### src/rtl/mos6502s_pkg.sv
// Shared types and constants for the 6502-side memory loader.
// Holds the loader state encoding and the bus widths used by the top level.
package mos6502s_pkg;

    localparam int ADDR_W = 16;
    localparam int DATA_W = 8;

    // Writes at or above this address land in the ROM half of the map.
    localparam logic [ADDR_W-1:0] ROM_BASE = 16'h8000;

    typedef enum logic [1:0] {
        ST_IDLE   = 2'd0,
        ST_WRITE  = 2'd1,
        ST_VERIFY = 2'd2,
        ST_DONE   = 2'd3
    } loader_state_t;

endpackage

### src/rtl/mos6502s_mem_loader.sv
// Streams a byte sequence into memory at a base address; zero added latency, one byte per cycle.
// Backpressure: in_ready follows the WRITE state; optional readback pass under MOS6502S_LOADER_VERIFY_EN.
module mos6502s_mem_loader
    import mos6502s_pkg::*;
#(
    parameter int ROM_GUARD = 1
) (
    input  logic              clk,
    input  logic              rst_n,
    input  logic              start,
    input  logic [ADDR_W-1:0] base_addr,
    input  logic [ADDR_W-1:0] length,
    input  logic              in_valid,
    input  logic [DATA_W-1:0] in_data,
    output logic              in_ready,
    output logic [ADDR_W-1:0] mem_addr,
    output logic [DATA_W-1:0] mem_wdata,
    input  logic [DATA_W-1:0] mem_rdata,
    output logic              mem_rw,
    output logic              mem_cs,
    output logic              busy,
    output logic              done,
    output logic              error,
    output logic [ADDR_W-1:0] count,
    output logic [DATA_W-1:0] checksum
);

    loader_state_t     r_state;
    logic [ADDR_W-1:0] r_cur_addr;
    logic [ADDR_W-1:0] r_remaining;
    logic [ADDR_W-1:0] r_count;
    logic [DATA_W-1:0] r_sum;
    logic              r_error;
    logic              w_guard;
    logic              w_write;

`ifdef MOS6502S_LOADER_VERIFY_EN
    localparam loader_state_t LAST_NEXT = ST_VERIFY;
    logic [ADDR_W-1:0] r_base;
    logic [ADDR_W-1:0] r_vidx;
    logic [DATA_W-1:0] r_vsum;
    logic [DATA_W-1:0] w_vsum_next;
    assign w_vsum_next = r_vsum + mem_rdata;
`else
    localparam loader_state_t LAST_NEXT = ST_DONE;
    logic w_unused_rdata;
    assign w_unused_rdata = ^mem_rdata;
`endif

    assign w_write  = (r_state == ST_WRITE);
    assign w_guard  = (ROM_GUARD != 0) && (r_cur_addr >= ROM_BASE);
    assign in_ready = w_write && !w_guard;
    assign busy     = (r_state != ST_IDLE);
    assign done     = (r_state == ST_DONE);
    assign error    = r_error;
    assign count    = r_count;
    assign checksum = r_sum;

    always_comb begin
        mem_cs    = 1'b0;
        mem_rw    = 1'b1;
        mem_addr  = '0;
        mem_wdata = '0;
        if (w_write) begin
            // A guarded ROM address drops chip select so nothing reaches memory.
            mem_cs    = in_valid && !w_guard;
            mem_rw    = 1'b0;
            mem_addr  = r_cur_addr;
            mem_wdata = in_data;
        end
`ifdef MOS6502S_LOADER_VERIFY_EN
        else if (r_state == ST_VERIFY) begin
            mem_cs   = 1'b1;
            mem_addr = r_base + r_vidx;
        end
`endif
    end

    always_ff @(posedge clk or negedge rst_n) begin
        if (!rst_n) begin
            r_state     <= ST_IDLE;
            r_cur_addr  <= '0;
            r_remaining <= '0;
            r_count     <= '0;
            r_sum       <= '0;
            r_error     <= 1'b0;
`ifdef MOS6502S_LOADER_VERIFY_EN
            r_base      <= '0;
            r_vidx      <= '0;
            r_vsum      <= '0;
`endif
        end else begin
            case (r_state)
                ST_IDLE: begin
                    if (start) begin
                        r_cur_addr  <= base_addr;
                        r_remaining <= length;
                        r_count     <= '0;
                        r_sum       <= '0;
                        r_error     <= 1'b0;
`ifdef MOS6502S_LOADER_VERIFY_EN
                        r_base      <= base_addr;
                        r_vidx      <= '0;
                        r_vsum      <= '0;
`endif
                        r_state     <= (length == '0) ? ST_DONE : ST_WRITE;
                    end
                end
                ST_WRITE: begin
                    if (w_guard) begin
                        r_error <= 1'b1;
                        r_state <= ST_DONE;
                    end else if (in_valid) begin
                        r_cur_addr  <= r_cur_addr + 16'd1;
                        r_count     <= r_count + 16'd1;
                        r_remaining <= r_remaining - 16'd1;
                        r_sum       <= r_sum + in_data;
                        if (r_remaining == 16'd1) begin
                            r_state <= LAST_NEXT;
                        end
                    end
                end
`ifdef MOS6502S_LOADER_VERIFY_EN
                ST_VERIFY: begin
                    r_vsum <= w_vsum_next;
                    r_vidx <= r_vidx + 16'd1;
                    if (r_vidx == r_count - 16'd1) begin
                        if (w_vsum_next != r_sum) begin
                            r_error <= 1'b1;
                        end
                        r_state <= ST_DONE;
                    end
                end
`endif
                ST_DONE: r_state <= ST_IDLE;
                default: r_state <= ST_IDLE;
            endcase
        end
    end

endmodule

### config.mk
export PLATFORM = sky130hd
export DESIGN_NAME = mos6502s_mem_loader
export DESIGN_NICKNAME = d
export VERILOG_FILES = /design/src/rtl/mos6502s_pkg.sv /design/src/rtl/mos6502s_mem_loader.sv
export SDC_FILE = /design/constraint.sdc
export NUM_CORES = 1
export LEC_CHECK = 0
export ABC_AREA = 1
export CAP_MARGIN = 20
export CORE_MARGIN = 1.5
export CORE_UTILIZATION = 50
export DETAILED_ROUTE_END_ITERATION = 10
export PLACE_DENSITY = 0.81
export SLEW_MARGIN = 10
export SYNTH_ARGS = -nofsm -noshare
export SYNTH_HDL_FRONTEND = slang
export SYNTH_SLANG_ARGS = --single-unit
### constraint.sdc
create_clock -name clk -period 2 [get_ports clk]
set_clock_uncertainty 0.2 [all_clocks]
set_input_delay 0.2 -clock clk [delete_from_list [all_inputs] [get_ports clk]]
set_output_delay 0.2 -clock clk [all_outputs]
set_load 0.03 [all_outputs]
Yosys cells after proc, flatten, opt, wreduce, memory -nomap -nowiden

Cells that the tools add are included.

Bits in registers: 59
Output and inout port bits: 54

Muxes and demuxes: 29
Equality and inequality tests: 9
$lt $le $gt $ge: 1
Add/subtract/negate cells: 4
Reduce and logical (&&, ||, !) cells: 10

Operators with widths:

| operator                                                  | count |
|---|---|
| two-way mux 16 bit                                        | 10 |
| one-hot mux 16 bit (2 select lines)                       | 3 |
| adder 16 x 1 -> 16 bit, second input constant             | 2 |
| two-way mux 8 bit                                         | 4 |
| equality test 16 x 1 -> 1 bit, second input constant      | 1 |
| greater-or-equal comparator 16 bit, second input constant | 1 |
| logical NOT 16 bit                                        | 1 |
| one-hot mux 8 bit (2 select lines)                        | 1 |
| subtractor 16 x 1 -> 16 bit, second input constant        | 1 |
| two-way mux 2 bit                                         | 5 |
| adder 8 bit                                               | 1 |
| inequality test 2 bit, second input constant              | 4 |
| AND reduction 3 bit                                       | 2 |
| two-way mux 1 bit                                         | 4 |
| one-hot mux 2 bit (2 select lines)                        | 1 |
| AND reduction 4 bit                                       | 1 |
| nonzero test 2 bit                                        | 2 |
| inequality test 3 x 2 -> 1 bit, second input constant     | 1 |
| inequality test 3 bit, second input constant              | 1 |
| equality test 2 x 1 -> 1 bit, second input constant       | 1 |
| equality test 2 bit, second input constant                | 1 |
| logical AND 1 bit                                         | 2 |
| logical NOT 2 bit                                         | 1 |
| one-hot mux 1 bit (2 select lines)                        | 1 |
| logical NOT 1 bit                                         | 1 |

Longest topological paths before layout

Depth after elaboration: 5
Gate-level depth with buffers: 9

Worst setup path before layout

OpenSTA, ideal clock, no wires.

Path type: register to register
Start point: reg r_sum[0] (netlist: checksum[0])
End point: reg r_sum[4] (netlist: checksum[4])
Data arrival time: 1.500 ns
Setup slack: 0.177 ns
Stages on the path, launching flop included: 7
Required time: 1.677 ns
Clock period less this slack: 1.823 ns
Setup time: 0.123 ns
Cells stage by stage: dfrtp_1 > ha_1 > fa_1 > nand3_1 > nand3_1 > o21ai_0 > nand2_1

Word-level cells in the longest chain between the ends: 4

RTL lines:

| element                            | line                       | text |
|---|---|---|
| start, declared                    | mos6502s_mem_loader.sv:32  | `logic [DATA_W-1:0] r_sum;` |
| start signal, assigned             | mos6502s_mem_loader.sv:117 | `r_sum <= r_sum + in_data;` |
| adder 8 bit                        | mos6502s_mem_loader.sv:117 |  |
| two-way mux 8 bit                  | mos6502s_mem_loader.sv:113 | `end else if (in_valid) begin` |
| two-way mux 8 bit                  | mos6502s_mem_loader.sv:110 | `if (w_guard) begin` |
| one-hot mux 8 bit (2 select lines) | mos6502s_mem_loader.sv:93  | `case (r_state)` |

No other way between the ends. The select of a mux whose other input is x is not followed.
A chain may end at the register's enable or synchronous reset.

Worst setup path in the final report

Start point: reg r_state[1]
End point: out mem_addr[1]

Word-level cells in the longest chain between the ends: 2

RTL lines:

| element                      | line                       | text |
|---|---|---|
| start, declared              | mos6502s_mem_loader.sv:28  | `loader_state_t r_state;` |
| start signal, assigned       | mos6502s_mem_loader.sv:106 | `r_state <= (length == '0) ? ST_DONE : ST_WRITE;` |
| equality test 2 x 1 -> 1 bit | mos6502s_mem_loader.sv:50  | `assign w_write = (r_state == ST_WRITE);` |
| two-way mux 16 bit           | mos6502s_mem_loader.sv:64  | `if (w_write) begin` |
| end, declared                | mos6502s_mem_loader.sv:16  | `output logic [ADDR_W-1:0] mem_addr,` |

No other way between the ends.

==> results by stage <==
Run status:
- The run finished with clean final reports.

Floorplan:
- In this run the core area contains 33 standard-cell rows.
- The floorplan step set the die height to 94.0 µm.
- The die outline area is 0.00884 mm².
- The number of primary I/O pins is 106.
- In this run the horizontal extent of the chip is 94.0 µm.
- For this configuration, the core starts out at a cell density of 50.9%.
- The total area inside the core boundary comes to 0.00813 mm².

CTS:
- The root buffer selected by CTS is clkbuf_8.
- After clock tree synthesis, the setup repair step added 0 buffers.
- The sink count of the clock tree is 59.
- The level count of the clock H-tree is 3.
- The number of buffers added by the clock tree synthesis step is 9.
- The TritonCTS clock tree is yes.
- The clock reaches the later pin of the worst-skew pair after 0.34 ns.
- The clock transition time at the flip-flop clock pins of the worst setup and hold paths is 0.07 ns.
- Counting along the longest clock path gives a buffer depth of 2.

Cells and area:
- The utilization of the core after routing is 67.6%.
- The area growth from synthesis to layout is 32.8%.
- 0 antenna diodes ended up in the layout.
- The fraction of final layout cells sized beyond drive strength 1 is 10.0%.
- The finished layout holds 843 standard cells, fillers aside.
- The final layout contains 798 nets.
- Once layout is done, the placed cells without fillers occupy 0.00550 mm².

Logic synthesis:
- In this run the biggest area consumer among cell types represents 35.7% of the synthesized area.
- The largest area contributor in the netlist is dfrtp_1.
- Summing the sequential cell areas from Yosys gives 35.7% of the chip area.
- The number of library cell types mapped by synthesis is 37.
- The number of nets in the synthesized netlist is 693.
- The number of synthesized register bits is 59.
- In the synthesized netlist, the number of instances is 628.
- A synthesized cell averages 6.59 µm².
- The post-synthesis instance area is 0.00414 mm².
- Yosys attributes the largest share of cell area to dfrtp_1, nand2_1, nor2_1.
- The warning count from the yosys run is 0.

Pwr:
- The worst ir drop on vdd is 1.22 mV.
- The internal portion of the total power is 4.27 mW.
- The relative contribution of combinational cells to total power is 60.2%.
- The share of total power in the clock network is 14.9%.
- Sequential cells burn 24.9% of the power.
- The switching power is 4.16 mW.
- The proportion of total power due to net switching is 49.4%.
- Dividing total power by cell area gives a power density of 1530 mW/mm².
- Summed over all cells, the static leakage comes to 2.81 nW.

Routing:
- The count of nets left with antenna violations once routing finished came out at 0.
- Across all layers, the routed design uses 4,462 vias.
- The detailed-route wire length is 11,300 µm.
- The average routed wire per standard cell is 13.4 µm.
- The first-pass iteration count of the detailed router is 4.
- In this run, the number of DRC markers left after iteration 0 of detailed routing was 295.
- The post-route DRC violation count is 0.
- The detailed-route vias per instance is 5.29.

Job:
- The count of max-cap constraint violations is 0.

Timing:
- Of the available clock period, the critical path in the final layout requires 97.0%.
- Measured against its own limit, the worst slew margin works out to 63.0%.
- The number of failing hold endpoints at the final stage is 0.
- Setup repair after global routing could not meet its margin everywhere.
- The final critical path time including I/O delays and setup is 1.94 ns.
- The transition at the pin with the smallest max-transition slack is 0.555 ns.
- The max-slew violation count is 0.
- The achievable clock frequency is 0.516 GHz.
- The total negative setup slack is 0 ns.
- Once routing completed, OpenROAD measured the worst setup slack at 0.0605 ns.
- Setup violations remaining at the end of the flow were counted as 0.

Worst hold path:
- The type of the most critical hold path is in2async.

Placed design:
- Routability-driven placement finished with a final weighted congestion of 0.881.
- Prior to clock tree synthesis, the placed netlist has a worst setup slack of -0.0352 ns.
- After detailed placement, the design holds a cell count of 826.
- In this run the cell area measured after placement is 0.00523 mm².
- The number of input and output port buffers inserted is 97.
- The placed wire-length estimate is 8200 µm.

Setup path:
- In this run the register-to-register setup slack is 0.13 ns.
- The count of cells along the worst register-to-register path is 7.
- The startpoint of the most critical register-to-register path is r_state[0]$_DFFE_PN0P_.
- STA classifies the critical path endpoint as an output port.
- At the worst endpoint, the arrival time is 1.54 ns.
- The kind of critical path is reg2out.
- In this run the critical register-to-register path is captured at count[2]$_DFFE_PN0P_.
- The required time at the worst-slack endpoint is 1.60 ns.
- The worst setup path is launched from a register.
- In this run the worst path has a maximum fanout of 15.

Global route:
- The number of antenna violations at the first check in global routing is 0.
- Entering global routing, the biggest net connects 60 pins.
- The combined global-route utilization of all metal layers is 27.4%.
- The via count of the first global-routing pass is 4,270.
- For this run the aggregate overflow at the end of global routing stands at 0.
- The first global-routing pass estimated 19,200 µm of wire.
==> cells in the final DEF (no fill, tap or decap), types with 3 or more instances in the layout <==
cell type        synthesis  final
a21oi_1                 12     12
nand3b_1                 3      3
o211ai_1                 3      3
nand3_1                 54     54
dfrtp_1                 59     58
clkinv_2                 0      3
o21ai_0                 24     24
clkdlybuf4s50_1          0     67
ha_1                    12     12
nor2_2                   1      5
a31oi_1                  6      6
nand2_1                169    169
buf_4                    3     37
a22o_1                   3      3
o22ai_1                  7      7
buf_12                   0      4
o21bai_1                 4      4
xor2_1                   4      4
nor3_1                   6      6
a22oi_1                  7      7
nand4_1                 23     23
clkbuf_8                 0     11
nor2_1                 102     98
inv_1                   90     90
==> sequential cells by signal, summed over array words and instances, names as in the netlist <==
| register | cells |
|---|---|
| r_state | 2 |
| r_remaining | 16 |
| checksum | 8 |
| count | 16 |
| error | 1 |
| r_cur_addr | 16 |
==> power groups by stage <==
| stage | Sequential, mW | Clock [mW] | Combinational (mW) |
|---|---|---|---|
| 2_1_floorplan | 2.18 | 0 | 3.26 |
| 3_3_place_gp | 2.07 | 0 | 4.88 |
| 3_5_place_dp | 2.08 | 0 | 4.98 |
| 4_1_cts | 2.07 | 1.27 | 5.03 |
| 5_1_grt | 2.16 | 1.32 | 5.63 |
| 6_report | 2.10 | 1.25 | 5.07 |
==> worst max-delay path, stage by stage (launching register included) <==
cell	delay (ns)
dfrtp_2	0.45
inv_4	0.11
nand2_8	0.10
buf_12	0.18
nor2_1	0.17
buf_4	0.20
==> how the worst max path moves through the flow <==
stage,startpoint,to,slack [ns]
floorplan,checksum[0]$_DFFE_PN0P_,checksum[4]$_DFFE_PN0P_,0.18
global placement,in_data[0],checksum[4]$_DFFE_PN0P_,0.001
detailed placement,in_data[0],checksum[4]$_DFFE_PN0P_,-0.04
CTS,r_state[1]$_DFFE_PN0P_,mem_addr[7],0.02
global route,r_state[0]$_DFFE_PN0P_,r_cur_addr[12]$_DFFE_PN0P_,-0.02
finish,r_state[1]$_DFFE_PN0P_,mem_addr[1],0.06
==> cells by family after synthesis <==
group | count (synthesis) | share of synthesized area [%]
xor+xnor | 6 | 1.27
compound gates | 71 | 10.4
simple gates | 366 | 37.5
flops | 59 | 35.7
buf+inv | 113 | 11.1
fa+ha+maj | 13 | 4.11
==> synth_stat cells <==
cell type  count
and2_1         1
inv_1         90
a31oi_1        6
inv_2          3
o21ai_0       24
buf_4          3
nand2_2        2
and3_1         2
nand3b_1       3
nor3_1         6
nor2_2         1
clkbuf_1       3
clkinv_1       1
o211ai_1       3
buf_2         12
o21bai_1       4
buf_6          1
nand2_1      169
ha_1          12
nand4_1       23
a21boi_0       2
nand3_2        1
nand3_1       54
a21oi_1       12
o22ai_1        7
a22o_1         3
o21ai_1        1
xor2_1         4
o31ai_1        1
dfrtp_1       59
nor2_1       102
nor2_4         1
a32oi_1        1
nand2_4        1
xnor2_1        2
a22oi_1        7
fa_1           1
==> per-layer routing <==
metal | GRT usage (%) | vias up | wire length, µm
met5 | 0 | - | 0
met4 | 8.33 | 0 | 136
met3 | 3.40 | 15 | 714
met2 | 46.9 | 154 | 5500
met1 | 36.1 | 2065 | 4940
li1 | - | 2228 | -
==> area by class of cell <==
type | instances | area (µm²)
repair buffers | 113 | 1080
clock buffers | 11 | 151
well taps | 105 | 131
fillers | 697 | 2630
multi-input cells | 456 | 2230
flip-flops and latches | 59 | 1480
clock inverters | 5 | 75.1
inverters | 94 | 359
==> stage by stage <==
step,hold slack (ns),total power [mW]
2_1_floorplan,-0.296,5.43
3_3_place_gp,0.0405,6.95
3_5_place_dp,0.0378,7.07
4_1_cts,0.221,8.38
5_1_grt,0.241,9.11
6_report,0.207,8.43
==> repair_timing <==
item	4_1_cts	5_1_grt
endpoints found under the setup margin	13	14
gates resized for setup	4	8
hold endpoints to repair	59	0
hold buffers	1	0
(Power assumes the default switching activity.)
